**src/rtl/dispensador_cambio.sv**
```systemverilog
// Change-return FSM: latches credit and price, then ejects the change one coin at a
// time over a valid/ready handshake, greedy (500s first, then 100s).
module dispensador_cambio #(
   parameter int CREDIT_W = 12,
   parameter int CNT_W    = 6
) (
   input  logic                clk,
   input  logic                rst,
   input  logic                start,
   input  logic [CREDIT_W-1:0] credito,
   input  logic [CREDIT_W-1:0] precio,
   input  logic                coin_ready,
   output logic                coin_valid,
   output logic [1:0]          coin_out,
   output logic                busy,
   output logic                done,
   output logic                error,
   output logic [CNT_W-1:0]    n500,
   output logic [CNT_W-1:0]    n100,
   output logic [CREDIT_W-1:0] residuo
);

   typedef enum logic [2:0] {
      IDLE  = 3'd0,
      CHECK = 3'd1,
      EJECT = 3'd2,
      DONE  = 3'd3,
      ERROR = 3'd4
   } state_t;

   localparam logic [1:0]          COIN_NONE = 2'b00;
   localparam logic [1:0]          COIN_100  = 2'b01;
   localparam logic [1:0]          COIN_500  = 2'b10;
   localparam logic [CREDIT_W-1:0] VAL_100   = CREDIT_W'(100);
   localparam logic [CREDIT_W-1:0] VAL_500   = CREDIT_W'(500);
   localparam logic [CNT_W-1:0]    CNT_MAX   = '1;

   state_t              state, state_nxt;
   logic [CREDIT_W-1:0] rem, rem_nxt;
   logic [CREDIT_W-1:0] residuo_q, residuo_nxt;
   logic [CNT_W-1:0]    n500_q, n500_nxt;
   logic [CNT_W-1:0]    n100_q, n100_nxt;
   logic [1:0]          coin, coin_nxt;
   logic                uf, uf_nxt;

   // NOTE: state registers use non-blocking assignments so every flop samples the
   // pre-edge values of the others; blocking here would create order-dependent races.
   always_ff @(posedge clk or posedge rst) begin
      if (rst) begin
         state     <= IDLE;
         rem       <= '0;
         residuo_q <= '0;
         n500_q    <= '0;
         n100_q    <= '0;
         coin      <= COIN_NONE;
         uf        <= 1'b0;
      end else begin
         state     <= state_nxt;
         rem       <= rem_nxt;
         residuo_q <= residuo_nxt;
         n500_q    <= n500_nxt;
         n100_q    <= n100_nxt;
         coin      <= coin_nxt;
         uf        <= uf_nxt;
      end
   end

   // NOTE: every signal gets a hold-value default before the case so no path leaves
   // it unassigned, which would otherwise infer a latch.
   always_comb begin
      state_nxt   = state;
      rem_nxt     = rem;
      residuo_nxt = residuo_q;
      n500_nxt    = n500_q;
      n100_nxt    = n100_q;
      coin_nxt    = coin;
      uf_nxt      = uf;

      unique case (state)
         IDLE: begin
            if (start) begin
               rem_nxt     = credito - precio;
               uf_nxt      = (credito < precio);
               n500_nxt    = '0;
               n100_nxt    = '0;
               residuo_nxt = '0;
               state_nxt   = CHECK;
            end
         end
         CHECK: begin
            if (uf) begin
               state_nxt = ERROR;
            end else if (rem >= VAL_500) begin
               coin_nxt  = COIN_500;
               state_nxt = EJECT;
            end else if (rem >= VAL_100) begin
               coin_nxt  = COIN_100;
               state_nxt = EJECT;
            end else begin
               residuo_nxt = rem;
               rem_nxt     = '0;
               state_nxt   = DONE;
            end
         end
         EJECT: begin
            if (coin_ready) begin
               // Counters saturate, but rem always tracks the coin actually ejected.
               if (coin == COIN_500) begin
                  rem_nxt = rem - VAL_500;
                  if (n500_q != CNT_MAX) n500_nxt = n500_q + CNT_W'(1);
               end else begin
                  rem_nxt = rem - VAL_100;
                  if (n100_q != CNT_MAX) n100_nxt = n100_q + CNT_W'(1);
               end
               state_nxt = CHECK;
            end
         end
         DONE:    state_nxt = IDLE;
         ERROR:   state_nxt = IDLE;
         default: state_nxt = IDLE;
      endcase
   end

   assign coin_valid = (state == EJECT);
   assign coin_out   = (state == EJECT) ? coin : COIN_NONE;
   assign busy       = (state != IDLE);
   assign done       = (state == DONE);
   assign error      = (state == ERROR);
   assign n500       = n500_q;
   assign n100       = n100_q;
   assign residuo    = residuo_q;

endmodule
```
**config.mk**
```make
export PLATFORM = sky130hd
export DESIGN_NAME = dispensador_cambio
export DESIGN_NICKNAME = d
export VERILOG_FILES = /design/src/rtl/dispensador_cambio.sv
export SDC_FILE = /design/constraint.sdc
export NUM_CORES = 1
export LEC_CHECK = 0
export CORE_MARGIN = 5
export CORE_UTILIZATION = 56
export DETAILED_ROUTE_END_ITERATION = 8
export MAX_ROUTING_LAYER = met4
export PLACE_DENSITY = 0.88
export SLEW_MARGIN = 15
export SYNTH_ARGS = -nofsm -noshare
export SYNTH_HDL_FRONTEND = slang
export SYNTH_SLANG_ARGS = --single-unit
```
**constraint.sdc**
```tcl
create_clock -name clk -period 3.97 [get_ports clk]
set_input_delay 0.794 -clock clk [delete_from_list [all_inputs] [get_ports clk]]
set_output_delay 0.794 -clock clk [all_outputs]
set_load 0.05 [all_outputs]
```
## After elaboration in Yosys (flattened, before gate mapping)

Cells that the tools add are included.

- Bits in registers: 42
- Logic and storage cells: 75
- Bits of input ports: 28

- Equality and inequality tests: 16
- Add/sub/neg operators: 5
- Bitwise gates (word level): 1
- Reduce and logical (&&, ||, !) cells: 13
- Magnitude comparators: 3
- Multiplexer cells: 30

Operators by type and width:

| kind | number |
|---|---|
| two-way mux 12 bit | 10 |
| two-way mux 6 bit | 7 |
| one-hot mux 12 bit (3 select lines) | 1 |
| one-hot mux 12 bit (2 select lines) | 1 |
| one-hot mux 6 bit (2 select lines) | 2 |
| AND reduction 5 bit | 3 |
| adder 6 x 1 -> 6 bit (second input constant) | 2 |
| greater-or-equal comparator 12 x 7 -> 1 bit (second input constant) | 1 |
| greater-or-equal comparator 12 x 9 -> 1 bit (second input constant) | 1 |
| < comparator 12 bit | 1 |
| != test 2 bit (second input constant) | 6 |
| != test 6 bit (second input constant) | 2 |
| subtractor 12 bit | 1 |
| subtractor 12 x 7 -> 12 bit (second input constant) | 1 |
| subtractor 12 x 9 -> 12 bit (second input constant) | 1 |
| two-way mux 3 bit | 3 |
| one-hot mux 3 bit (3 select lines) | 1 |
| equality test 3 x 2 -> 1 bit (second input constant) | 2 |
| two-way mux 2 bit | 3 |
| != test 2 x 1 -> 1 bit (second input constant) | 3 |
| AND reduction 6 bit | 1 |
| nonzero test 2 bit | 3 |
| nonzero test 3 bit | 2 |
| AND reduction 2 bit | 2 |
| 7 further kinds | 8 |

## Longest topological paths before layout

- Depth in word-level cells: 5
- Mapped depth: 10

## Least setup slack after synthesis

Ideal clock, no wire load.

- Path type: input to register
- From: input port credito[0]
- To: register rem[10]
- Stages on the path: 10
- Data required time: 3.844 ns
- Path slack: 1.112 ns
- Path buffers: 0
- Arrival time: 2.732 ns
- Library setup time: 0.126 ns
- Cells stage by stage: inv_1 -> ha_1 -> inv_1 -> fa_1 -> a21o_1 -> a31o_1 -> a2111oi_2 -> nor2_1 -> xor2_1 -> a221o_1

- Word-level cells in the longest chain between the ends: 3

RTL lines:

| what | line | RTL |
|---|---|---|
| from (decl) | 10 | `input logic [CREDIT_W-1:0] credito,` |
| subtractor 12 bit | 82 | `rem_nxt = credito - precio;` |
| two-way mux 12 bit | 81 | `if (start) begin` |
| one-hot mux 12 bit (3 select lines) | 79 | `unique case (state)` |
| to (signal assigned) | 59 | `rem <= rem_nxt;` |
| to (decl) | 39 | `logic [CREDIT_W-1:0] rem, rem_nxt;` |

Every way passes these cells. The select of a mux whose other input is x is not followed.
A chain may end at the register's enable or synchronous reset.

## Final worst setup path

- From: register state[0]
- To: output port coin_out[1]

- Word-level cells in the longest chain between the ends: 2

RTL lines:

| what | line | RTL |
|---|---|---|
| from (decl) | 38 | `state_t state, state_nxt;` |
| from (signal assigned) | 58 | `state <= state_nxt;` |
| equality test 3 x 2 -> 1 bit | 125 | `assign coin_out = (state == EJECT) ? coin : COIN_NONE;` |
| two-way mux 2 bit | 125 |  |
| to (decl) | 14 | `output logic [1:0] coin_out,` |

Every way passes these cells.

==> summary.md <==
| Metric | Value |
|---|---|
| Clock Pin Slew Worst Setup and Hold Paths | `0.09 ns` |
| Clk pwr share | `14.5%` |
| Crit Path Max Fanout | `20` |
| Yosys reg bits | `42` |
| Total Routing Usage GR | `22.35%` |
| WHS Endpoint | `residuo[11]$_DFFE_PP0P_` |
| Diodes inserted | `0` |
| Slew margin rel. | `38.67%` |
| DRC errors left | `0` |
| First-pass GRT wire length | `11310 um` |
| Routed WL | `6808 um` |
| Die area | `6622 sq um` |
| Cells after Synth | `334` |
| Yosys cell types | `63` |
| # Post-CTS Setup Buffers | `0` |
| Initial antenna violation count | `0` |
| Cell chosen for the clock root | `clkbuf_8` |
| Logic pwr share | `55.4%` |
| HPWL after DPL | `5037 um` |
| IR drop worst, VDD | `0.3031 mV` |
| 1st-pass router iterations | `6` |
| Fmax | `295.4 MHz` |
| CTS tree | `built` |
| CTS buffer count | `5` |
| Post-Route Setup TNS | `0 ns` |
| Req. time, crit path | `3.18 ns` |
| Num rows | `26` |
| Min Hold Slack | `0.4868 ns` |
| First-iteration detailed-routing DRC count | `141` |
| Routed WL per cell | `14.86 um` |
| Leak Pwr | `0.001573 uW` |
| Clock Latency Late Sink | `0.31 ns` |
| IO Port Bufs | `57` |
| Outcome | `completed` |
| Post-route ant nets | `0` |
| Worst reg2reg path depth | `7` |
| Hold Path Origin | `residuo[11]$_DFFE_PP0P_` |
| Core region area | `5042 sq um` |
| Flop pwr share | `30.1%` |
| Global placer's final weighted congestion | `0.9031` |
| Finish-stage setup viols | `0` |
| Die Ht | `81.38 um` |
| MaxCap Viol Count | `0` |
| Worst r2r dst | `n100[2]$_DFFE_PP0P_` |
| Synth-to-layout area growth | `25.61%` |
| Fin. max-slew vios | `0` |
| Synthesized net count | `379` |
| Hold violation total from the final report | `0` |
| Final worst clock skew | `0.01223 ns` |
| Setup Crit Path Kind | `reg2out` |
| Largest net degree at the start of global routing | `24` |
| Minimum clock period | `3.386 ns` |
| CTS max path bufs | `2` |
| Top-Level Pins | `58` |
| Initial core utilization | `56.58%` |
| H-tree depth | `2` |
| Critical path endpoint category | `output pin` |
| Primary FF master, synth | `dfrtp_1` |
| Number of synthesized flops with an enable pin | `0` |
| Yosys top cell area share | `36.84%` |
| Tightest Pin Transition | `0.9190 ns` |
| Total grt overflow | `0` |
| Sw Pwr | `1159 uW` |
| Switching part of the total | `48.56%` |
| R2r setup slk | `1.37 ns` |
| Critical path launch point type | `register` |
| Hold_buf cts | `0` |
| Nets | `432` |
| Layout cells sized above 1 | `5.670%` |
| Top cell type by total area after synthesis | `dfrtp_1` |
| Mean Syn Cell Area | `8.541 sq um` |
| Clk sinks | `42` |
| Power Dens Cells | `666.1 nW/um^2` |
| Vias per cell | `5.736` |
| Fin util | `71.07%` |
| FFs w/ async S/R, synth | `100.0%` |
| Vias | `2627` |
| Vias in the first global route | `2541` |
| Crit share post-route | `85.28%` |
| FF-to-FF Start | `state[0]$_DFFE_PP0P_` |
| Die width | `81.38 um` |
| RSZ-0062 raised after global routing | `false` |
| Ranking of synthesized cells by area | `dfrtp_1, ha_1, o21ai_0` |
| Post-CTS Resized | `0` |
| Hold depth | `1` |
| Post-Synthesis Cell Area | `2853 sq um` |
| Total chip power | `2387 uW` |
| Hold Crit Class | `reg2reg` |
| Arrival @ worst endpoint | `2.59 ns` |
| Cell Int Power | `1228 uW` |
| Ys Warns | `0` |
| Sequential-to-total area share from yosys stat | `36.84%` |
layout by cell type (no fill, tap or decap), types with 6 or more instances in the layout:
master / count
a21oi_1: 15
and2_1: 8
clkdlybuf4s50_1: 57
dfrtp_1: 42
ha_1: 16
inv_1: 24
nand2_1: 35
nand2b_1: 9
nor2_1: 33
o21ai_0: 32
o21ai_1: 6
xor2_1: 9
state kept, by name (all words and copies together), names as in the netlist:
register and cells:
rem 12, residuo 12, n100 6, n500 6
state 3, coin 2, uf 1
metal layers:
layer	vias to the layer above	track usage, %	part of all wire (%)	wire [um]
met2	103	37.62	51	3439
met4	0	6.757	1.6	112
li1	1275	-	-	-
met5	-	-	0	0
met1	1233	27.63	42	2828
met3	16	3.437	6.3	428
worst max-delay path, cell delays in order, from the launching register on:
cell and delay [ns]:
dfrtp_1 0.52, nor2_1 0.21, nand2_1 0.46, nor2_1 0.25, clkdlybuf4s50_1 0.84
metrics by stage:
| stage | instances | setup slack [ns] | instance area, sq um |
|---|---|---|---|
| 6_report | 458 | 0.5843 | 3583 |
| 5_1_grt | 458 | 0.4873 | 3583 |
| 4_1_cts | 458 | 0.6206 | 3583 |
| 2_1_floorplan | 334 | 1.112 | 2853 |
| 3_5_place_dp | 450 | 0.5739 | 3475 |
| 3_3_place_gp | 450 | 0.6092 | 3475 |
cell type report:
type	instances	area, sq um
Multi-Input combinational cell	252	1644
Fill cell	401	1459
Sequential cell	42	1051
Timing Repair Buffer	60	593.1
Inverter	26	98.84
Tap cell	70	87.58
Clock buffer	5	68.82
Clock inverter	3	40.04
cell usage after synthesis (all sizes together) (2+ instances only):
cell type  number
a211oi          5
nand2b         10
ha             16
o21ai          40
o22a            2
buf             5
nand4           3
xnor2           5
or3             2
or2             2
a22o            5
nor2b           2
nor3b           5
nor3            4
inv            24
xor2            9
and3            5
nand2          35
a31oi           4
o22ai           3
clkinv          2
nand3           3
o21a            3
clkbuf          9
dfrtp          42
and2            8
a21o            3
nor2           33
a21oi          17
a311oi          3
power by group through the flow:
stage	Clock (uW)	Sequential (uW)	Combinational (uW)
floorplan	0	777	903
global placement	0	713	1270
detailed placement	0	722	1300
CTS	342	714	1320
global route	364	736	1440
finish	346	719	1320
how the worst max path moves through the flow:
stage | start | to | slack [ns] | depth (start not counted)
2_1_floorplan | credito[0] | rem[10]$_DFFE_PP0P_ | 1.11 | 10
3_3_place_gp | precio[0] | rem[10]$_DFFE_PP0P_ | 0.61 | 10
3_5_place_dp | precio[0] | rem[10]$_DFFE_PP0P_ | 0.57 | 10
4_1_cts | state[0]$_DFFE_PP0P_ | coin_out[1] | 0.62 | 4
5_1_grt | state[0]$_DFFE_PP0P_ | coin_out[1] | 0.49 | 4
6_report | state[0]$_DFFE_PP0P_ | coin_out[1] | 0.58 | 4
kinds of logic after synthesis:
| group | share of synthesized area [%] |
|---|---|
| and+or+nand+nor | 20.22 |
| AOI/OAI and AO/OA | 24.30 |
| DFF | 36.84 |
| buffers and inverters | 5.526 |
| adders and majority gates | 8.070 |
| xor gates and xnor gates | 4.298 |
| muxes | 0.7456 |
(Power assumes the default switching activity.)
